`src/rtl/acc_ctrl_pkg.sv`:
```
// Shared definitions for the accumulator control stage: opcodes, FSM states,
// instruction field widths and the decoded-opcode record.
package acc_ctrl_pkg;

    localparam int OPCODE_W = 4;
    localparam int IMM_W    = 8;
    localparam int INSTR_W  = OPCODE_W + IMM_W;

    localparam logic [OPCODE_W-1:0] OP_NOP  = 4'h0;
    localparam logic [OPCODE_W-1:0] OP_ADD  = 4'h1;
    localparam logic [OPCODE_W-1:0] OP_SUB  = 4'h2;
    localparam logic [OPCODE_W-1:0] OP_NOR  = 4'h3;
    localparam logic [OPCODE_W-1:0] OP_SHR  = 4'h4;
    localparam logic [OPCODE_W-1:0] OP_SHL  = 4'h5;
    localparam logic [OPCODE_W-1:0] OP_TST  = 4'h6;
    localparam logic [OPCODE_W-1:0] OP_LDI  = 4'h7;
    localparam logic [OPCODE_W-1:0] OP_JMP  = 4'h8;
    localparam logic [OPCODE_W-1:0] OP_JZ   = 4'h9;
    localparam logic [OPCODE_W-1:0] OP_JC   = 4'hA;
    localparam logic [OPCODE_W-1:0] OP_HALT = 4'hB;
    localparam logic [OPCODE_W-1:0] OP_CALL = 4'hC;
    localparam logic [OPCODE_W-1:0] OP_RET  = 4'hD;

    typedef enum logic [1:0] {
        FETCH,
        EXEC,
        WB,
        HALT
    } state_t;

    typedef struct packed {
        logic is_alu;
        logic writes_acc;
        logic is_branch;
        logic is_halt;
        logic is_illegal;
    } dec_t;

endpackage

```
`src/rtl/acc_ctrl_if.sv`:
```
// Instruction-fetch and ALU connections of acc_ctrl; master is the control
// stage, slave is the instruction source plus the ALU.
interface acc_ctrl_if;
    import acc_ctrl_pkg::*;

    logic [7:0]         pc;
    logic               instr_valid;
    logic               instr_ready;
    logic [INSTR_W-1:0] instr;
    logic [7:0]         alu_a;
    logic [7:0]         alu_b;
    logic [3:0]         alu_sel;
    logic [7:0]         alu_result;
    logic               alu_cout;
    logic               alu_zout;

    modport master (
        output pc, instr_ready, alu_a, alu_b, alu_sel,
        input  instr_valid, instr, alu_result, alu_cout, alu_zout
    );

    modport slave (
        input  pc, instr_ready, alu_a, alu_b, alu_sel,
        output instr_valid, instr, alu_result, alu_cout, alu_zout
    );

endinterface

```
`src/rtl/acc_ctrl_decode.sv`:
```
// Opcode classifier for acc_ctrl. CALL/RET are legal branches only when
// ACC_CTRL_CALL_EN is defined; otherwise they decode as illegal.
module acc_ctrl_decode
    import acc_ctrl_pkg::*;
(
    input  logic [OPCODE_W-1:0] opcode,
    output dec_t                dec
);

    always_comb begin
        // NOTE: default every field first so no path leaves one unassigned (no latch).
        dec = '0;
        case (opcode)
            OP_ADD, OP_SUB, OP_NOR, OP_SHR, OP_SHL, OP_LDI: begin
                dec.is_alu     = 1'b1;
                dec.writes_acc = 1'b1;
            end
            OP_TST:                   dec.is_alu    = 1'b1;
            OP_JMP, OP_JZ, OP_JC:     dec.is_branch = 1'b1;
`ifdef ACC_CTRL_CALL_EN
            OP_CALL, OP_RET:          dec.is_branch = 1'b1;
`endif
            OP_HALT:                  dec.is_halt   = 1'b1;
            OP_NOP:                   ;
            default:                  dec.is_illegal = 1'b1;
        endcase
    end

endmodule

```
`src/rtl/acc_ctrl.sv`:
```
// Accumulator control stage in front of the 8-bit ALU: fetch/exec/writeback FSM,
// pc, accumulator and flags. ACC_CTRL_CALL_EN adds single-level CALL/RET.
module acc_ctrl
    import acc_ctrl_pkg::*;
#(
    parameter logic [7:0] PC_RESET  = 8'h00,
    parameter logic [7:0] ACC_RESET = 8'h00
) (
    input  logic          clk,
    input  logic          reset,
    acc_ctrl_if.master    bus,
    output logic [7:0]    acc,
    output logic          flag_c,
    output logic          flag_z,
    output logic          halted,
    output logic          illegal
);

    state_t              state;
    logic [OPCODE_W-1:0] opcode;
    dec_t                dec_in;
    dec_t                dec_q;
    logic [7:0]          pc_inc;
    logic [7:0]          target;
    logic                taken;
`ifdef ACC_CTRL_CALL_EN
    logic [7:0]          ret_reg;
`endif

    acc_ctrl_decode u_decode (
        .opcode (bus.instr[INSTR_W-1:IMM_W]),
        .dec    (dec_in)
    );

    assign bus.alu_a = acc;
    assign pc_inc    = bus.pc + 8'd1;

    // Branch resolution uses the registered flags; alu_b holds the latched immediate.
    always_comb begin
        taken  = 1'b0;
        target = bus.alu_b;
        case (opcode)
            OP_JMP: taken = 1'b1;
            OP_JZ:  taken = flag_z;
            OP_JC:  taken = flag_c;
`ifdef ACC_CTRL_CALL_EN
            OP_CALL: taken = 1'b1;
            OP_RET: begin
                taken  = 1'b1;
                target = ret_reg;
            end
`endif
            default: ;
        endcase
        taken = taken & dec_q.is_branch;
    end

    // NOTE: sequential state uses non-blocking assignments only.
    always_ff @(posedge clk) begin
        if (reset) begin
            state           <= FETCH;
            opcode          <= OP_NOP;
            dec_q           <= '0;
            bus.pc          <= PC_RESET;
            bus.alu_b       <= '0;
            bus.alu_sel     <= OP_NOP;
            bus.instr_ready <= 1'b1;
            acc             <= ACC_RESET;
            flag_c          <= 1'b0;
            flag_z          <= 1'b0;
            halted          <= 1'b0;
            illegal         <= 1'b0;
`ifdef ACC_CTRL_CALL_EN
            ret_reg         <= 8'h00;
`endif
        end else begin
            case (state)
                FETCH: begin
                    if (bus.instr_valid) begin
                        opcode          <= bus.instr[INSTR_W-1:IMM_W];
                        bus.alu_b       <= bus.instr[IMM_W-1:0];
                        dec_q           <= dec_in;
                        bus.alu_sel     <= dec_in.is_alu ? bus.instr[INSTR_W-1:IMM_W] : OP_NOP;
                        bus.instr_ready <= 1'b0;
                        state           <= EXEC;
                    end
                end
                EXEC: begin
                    if (dec_q.is_alu) begin
                        state <= WB;
                    end else if (dec_q.is_halt) begin
                        halted <= 1'b1;
                        state  <= HALT;
                    end else begin
                        bus.pc          <= taken ? target : pc_inc;
                        illegal         <= illegal | dec_q.is_illegal;
                        bus.instr_ready <= 1'b1;
                        state           <= FETCH;
`ifdef ACC_CTRL_CALL_EN
                        if (opcode == OP_CALL) ret_reg <= pc_inc;
`endif
                    end
                end
                WB: begin
                    flag_c <= bus.alu_cout;
                    flag_z <= bus.alu_zout;
                    if (dec_q.writes_acc) acc <= bus.alu_result;
                    bus.pc          <= pc_inc;
                    bus.alu_sel     <= OP_NOP;
                    bus.instr_ready <= 1'b1;
                    state           <= FETCH;
                end
                HALT: ;
                default: state <= FETCH;
            endcase
        end
    end

endmodule

```
`src/flat_wrapper.sv`:
```
// flat-port wrapper written by rule: the top's interface ports become plain ports
module acc_ctrl_flat import acc_ctrl_pkg::*;
#(
    parameter logic [7:0] PC_RESET  = 8'h00,
    parameter logic [7:0] ACC_RESET = 8'h00
)
  (clk, reset, acc, flag_c, flag_z, halted, illegal, bus_pc, bus_instr_ready, bus_alu_a, bus_alu_b, bus_alu_sel, bus_instr_valid, bus_instr, bus_alu_result, bus_alu_cout, bus_alu_zout);
  acc_ctrl_if bus_i ();
  input  logic clk;
  input  logic reset;
  output logic [7:0] acc;
  output logic flag_c;
  output logic flag_z;
  output logic halted;
  output logic illegal;
  output wire logic [$bits(bus_i.pc)-1:0] bus_pc;
  output wire logic [$bits(bus_i.instr_ready)-1:0] bus_instr_ready;
  output wire logic [$bits(bus_i.alu_a)-1:0] bus_alu_a;
  output wire logic [$bits(bus_i.alu_b)-1:0] bus_alu_b;
  output wire logic [$bits(bus_i.alu_sel)-1:0] bus_alu_sel;
  input wire logic [$bits(bus_i.instr_valid)-1:0] bus_instr_valid;
  input wire logic [$bits(bus_i.instr)-1:0] bus_instr;
  input wire logic [$bits(bus_i.alu_result)-1:0] bus_alu_result;
  input wire logic [$bits(bus_i.alu_cout)-1:0] bus_alu_cout;
  input wire logic [$bits(bus_i.alu_zout)-1:0] bus_alu_zout;
  assign bus_pc = bus_i.pc;
  assign bus_instr_ready = bus_i.instr_ready;
  assign bus_alu_a = bus_i.alu_a;
  assign bus_alu_b = bus_i.alu_b;
  assign bus_alu_sel = bus_i.alu_sel;
  assign bus_i.instr_valid = bus_instr_valid;
  assign bus_i.instr = bus_instr;
  assign bus_i.alu_result = bus_alu_result;
  assign bus_i.alu_cout = bus_alu_cout;
  assign bus_i.alu_zout = bus_alu_zout;
  acc_ctrl #(.PC_RESET(PC_RESET), .ACC_RESET(ACC_RESET)) u_core (.clk(clk), .reset(reset), .bus(bus_i), .acc(acc), .flag_c(flag_c), .flag_z(flag_z), .halted(halted), .illegal(illegal));
endmodule
```
`config.mk`:
```
export PLATFORM = sky130hd
export DESIGN_NAME = acc_ctrl_flat
export DESIGN_NICKNAME = d
export VERILOG_FILES = /design/src/rtl/acc_ctrl_pkg.sv /design/src/rtl/acc_ctrl_if.sv /design/src/rtl/acc_ctrl_decode.sv /design/src/rtl/acc_ctrl.sv /design/src/flat_wrapper.sv
export SDC_FILE = /design/constraint.sdc
export NUM_CORES = 1
export LEC_CHECK = 0
export CORE_MARGIN = 2
export CORE_UTILIZATION = 30
export DETAILED_ROUTE_END_ITERATION = 10
export PLACE_DENSITY_LB_ADDON = 0.3
export SLEW_MARGIN = 20
export SYNTH_ARGS = -nofsm -noshare
export SYNTH_HDL_FRONTEND = slang
export SYNTH_HIERARCHICAL = 1
export SYNTH_SLANG_ARGS = --single-unit
export TNS_END_PERCENT = 30
```
`constraint.sdc`:
```
create_clock -name clk -period 5.3 [get_ports clk]
set_clock_uncertainty 0.05 [all_clocks]
set_input_delay 1.325 -clock clk [delete_from_list [all_inputs] [get_ports clk]]
set_output_delay 1.325 -clock clk [all_outputs]
set_load 0.005 [all_outputs]
```
==> results.tsv <==
stage	metric	value	unit
status	status	finished, final reports clean	
route	1st-pass router iterations	4	
pwr	Worst VDD drop	0.138	mV
clocking	Worst-Skew Late Latency	0.30	ns
timing	headroom to the max-slew limit	55.5	%
clocking	CTS buffer count	5	
global_routing	number of global-route vias before repair	1696	
synth	Mapped Cells	248	
die	chip width	85.3	µm
pwr	P_leak	0.974	nW
pwr	logic gate share of total power	15.8	%
pwr	power density over cell area	273	mW/mm²
die	Initial Utilization	31.1	%
synth	top cells by area, synth	dfxtp_1 44%, nand2_1 10%, a21oi_1 9.6%	
synth	async set-reset flop share out of synthesis	0	%
setup_path	Arrival @ worst endpoint	2.80	ns
clocking	hold_buf cts	0	
pwr	Switching Fraction	25.3	%
clocking	CTS tree	done	
final_layout	Area growth syn-to-layout	38.7	%
synth	syn_area_per_cell	8.00	µm²
route	WL final	4870	µm
timing	fin crit period	2.68	ns
setup_path	critical path's slowest cell	nand2_1	
final_layout	Fill cells	666	
die	Core Region	0.00639	mm²
synth	list of most frequent post-synthesis cells	53 x nand2_1, 44 x dfxtp_1, 38 x a21oi_1	
job	Max-Cap Viols	0	
worst_hold_path	worst min-delay path category	register to register	
clocking	clock buffer depth	2	
timing	RSZ-0062 raised after global routing	no	
clocking	Root Driver	clkbuf_8	
synth	Mapped Area	0.00198	mm²
synth	Synth Warn #	6	
place	placed instance count	371	
final_layout	final net count	330	
setup_path	Worst R2R Start	u_core/state[0]	
die	# IOs	66	
global_routing	GR Util All Layers	13.7	%
die	Cell Rows	29	
setup_path	Critical Path RT	5.42	ns
global_routing	global-route wire length before repair	8020	µm
die	die area	0.00728	mm²
place	quantity of I/O buffers inserted on ports	65	
setup_path	Critical Path End Type	register	
timing	Final Hold Viols	0	
route	Via density	4.82	
die	DIE HEIGHT	85.3	µm
pwr	Int Pwr	0.561	mW
global_routing	GRT overflow	0	
final_layout	Non-Filler Instances	379	
setup_path	Max Fanout on Critical Path	19	
timing	period utilization	50.5	%
pwr	switching power	0.191	mW
clocking	htree depth	2	
setup_path	CP Launch Point	bus_instr_valid	
setup_path	reg-to-reg slack, setup	2.89	ns
pwr	Flop pwr share	48.0	%
synth	post-synth cell types	37	
synth	share of the synthesized area in the top cell type	44.4	%
final_layout	layout cell share with drive strength beyond 1	3.64	%
synth	number of synthesized flops with an enable pin	0	
timing	Worst Max-Slew Pin Slew	0.649	ns
synth	#FFs+latches synth	44	
place	RD Place Congestion	0.770	
synth	Yosys top cell by area	dfxtp_1	
synth	Post-Syn Nets	277	
synth	Seq/Total Area, Yosys	44.4	%
route	1st-iter DRT viols	54	
setup_path	kind of critical path	input port to register	
synth	Synth Flop Type	dfxtp_1	
synth	most frequent cell after synthesis	nand2_1	
timing	Max Slew Vio Count	0	
route	residual DRC count	0	
place	HPWL Detailed	3460	µm
timing	Peak Freq	374	MHz
pwr	clock power share	36.2	%
final_layout	diode count	0	
clocking	Reg clk slew, reported paths	0.08	ns
route	routed vias	1825	
worst_hold_path	min-delay src	u_core/dec_q[0]	
global_routing	initial antenna violation count	0	
clocking	PostCTS Resize Cnt	0	
timing	setup violators final	0	
setup_path	slowest stage delay, CP	0.46	ns
setup_path	type of element launching the critical path	input port	
route	Routed Antenna Nets	0	
global_routing	largest net degree at the start of global routing	46	
route	Routed WL per cell	12.8	µm
setup_path	worst-path cell chain	clkdlybuf4s50_1, nand2_1, o21ai_0, nand3_1, a21oi_1	
timing	setup_tns	0	ns
clocking	postcts setup bufs	0	
clocking	Clock Sinks	44	
-- power groups by stage --
stage | Sequential [mW] | Combinational [mW] | Clock, mW
after floorplan | 0.366 | 0.0649 | 0
after CTS | 0.361 | 0.120 | 0.280
final | 0.361 | 0.119 | 0.273
after global routing | 0.364 | 0.133 | 0.294
after detailed placement | 0.369 | 0.119 | 0
after global placement | 0.369 | 0.118 | 0
-- final cells by class --
| type | instances | area [µm²] | area share [%] |
|---|---|---|---|
| clock inverter | 2 | 38.8 | 1.41 |
| multi-input combinational | 172 | 950 | 34.5 |
| tap | 77 | 96.3 | 3.50 |
| sequential | 44 | 881 | 32.0 |
| timing repair buffer | 66 | 658 | 23.9 |
| inverter | 12 | 45.0 | 1.64 |
| clock buffer | 6 | 82.6 | 3.00 |
-- layout by cell type (no fill, tap or decap) --
cell	n
clkdlybuf4s50_1	65
nand2_1	53
dfxtp_1	44
a21oi_1	38
nor2_1	14
nand3_1	14
inv_1	12
mux2i_1	10
clkbuf_8	6
o32ai_1	5
nand2b_1	4
ha_1	4
o21ai_0	3
and2_1	2
or3_1	2
nor4_1	2
a211oi_1	2
nor3_1	2
bufinv_16	1
clkinv_4	1
nor4bb_1	1
a2bb2oi_1	1
o21a_1	1
nor2b_1	1
nand4bb_1	1
a221o_1	1
mux2_2	1
and3b_1	1
a21o_1	1
a221oi_1	1
nand4_1	1
or2_2	1
o21bai_1	1
nand3b_1	1
or3b_1	1
a31oi_1	1
buf_4	1
xnor2_1	1
-- through the flow --
step	cell area (µm²)	hold WS [ns]	util, %	power, mW	setup WS (ns)
CTS	2750	0.410	43.1	0.761	2.61
detailed placement	2630	0.398	41.2	0.488	2.29
finish	2750	0.410	43.1	0.752	2.62
floorplan	1980	0.381	-	0.431	3.05
global route	2750	0.432	43.1	0.790	2.43
global placement	2630	0.394	41.2	0.487	2.29
-- routing by layer --
layer | up-vias | global-route usage [%] | routed length, µm
met5 | - | 0 | 0
met4 | 0 | 4.76 | 67
met3 | 6 | 4.18 | 245
met2 | 46 | 22.8 | 2390
met1 | 829 | 16.8 | 2170
li1 | 944 | - | -
-- path summary, 6_finish.rpt --
kind | end | cells after the start
setup / recovery | u_core/bus.alu_sel[2] | 5
hold / removal | u_core/dec_q[0] | 2
setup reg to reg | u_core/bus.pc[2] | 6
hold reg to reg | u_core/dec_q[0] | 2
-- logic make-up after synthesis --
| logic type | Yosys count | share of synthesized area (%) |
|---|---|---|
| adder cells (fa/ha/maj) | 4 | 2.52 |
| multiplexers | 11 | 5.62 |
| flip-flops | 44 | 44.4 |
| buffers and inverters | 32 | 7.70 |
| AND/OR/NAND/NOR | 101 | 23.2 |
| AO/OA/AOI/OAI | 55 | 16.2 |
| XOR/XNOR | 1 | 0.442 |
-- worst max-delay path: cells and delay by family --
kind	cells	cell delay [ns]
AO/OA/AOI/OAI	2	0.40
buffers and inverters	1	0.43
AND/OR/NAND/NOR	2	0.63
-- flip-flops by register name, indices dropped and copies added, names as in the netlist --
| register | flops |
|---|---|
| u_core/state | 2 |
| u_core/illegal | 1 |
| u_core/bus.alu_sel | 4 |
| u_core/opcode | 4 |
| u_core/acc | 8 |
| u_core/flag_c | 1 |
| u_core/flag_z | 1 |
| u_core/halted | 1 |
| u_core/bus.alu_b | 8 |
| u_core/dec_q | 5 |
| u_core/bus.pc | 8 |
| u_core/bus.instr_ready | 1 |
No activity file was read; power rests on OpenSTA's default activity.
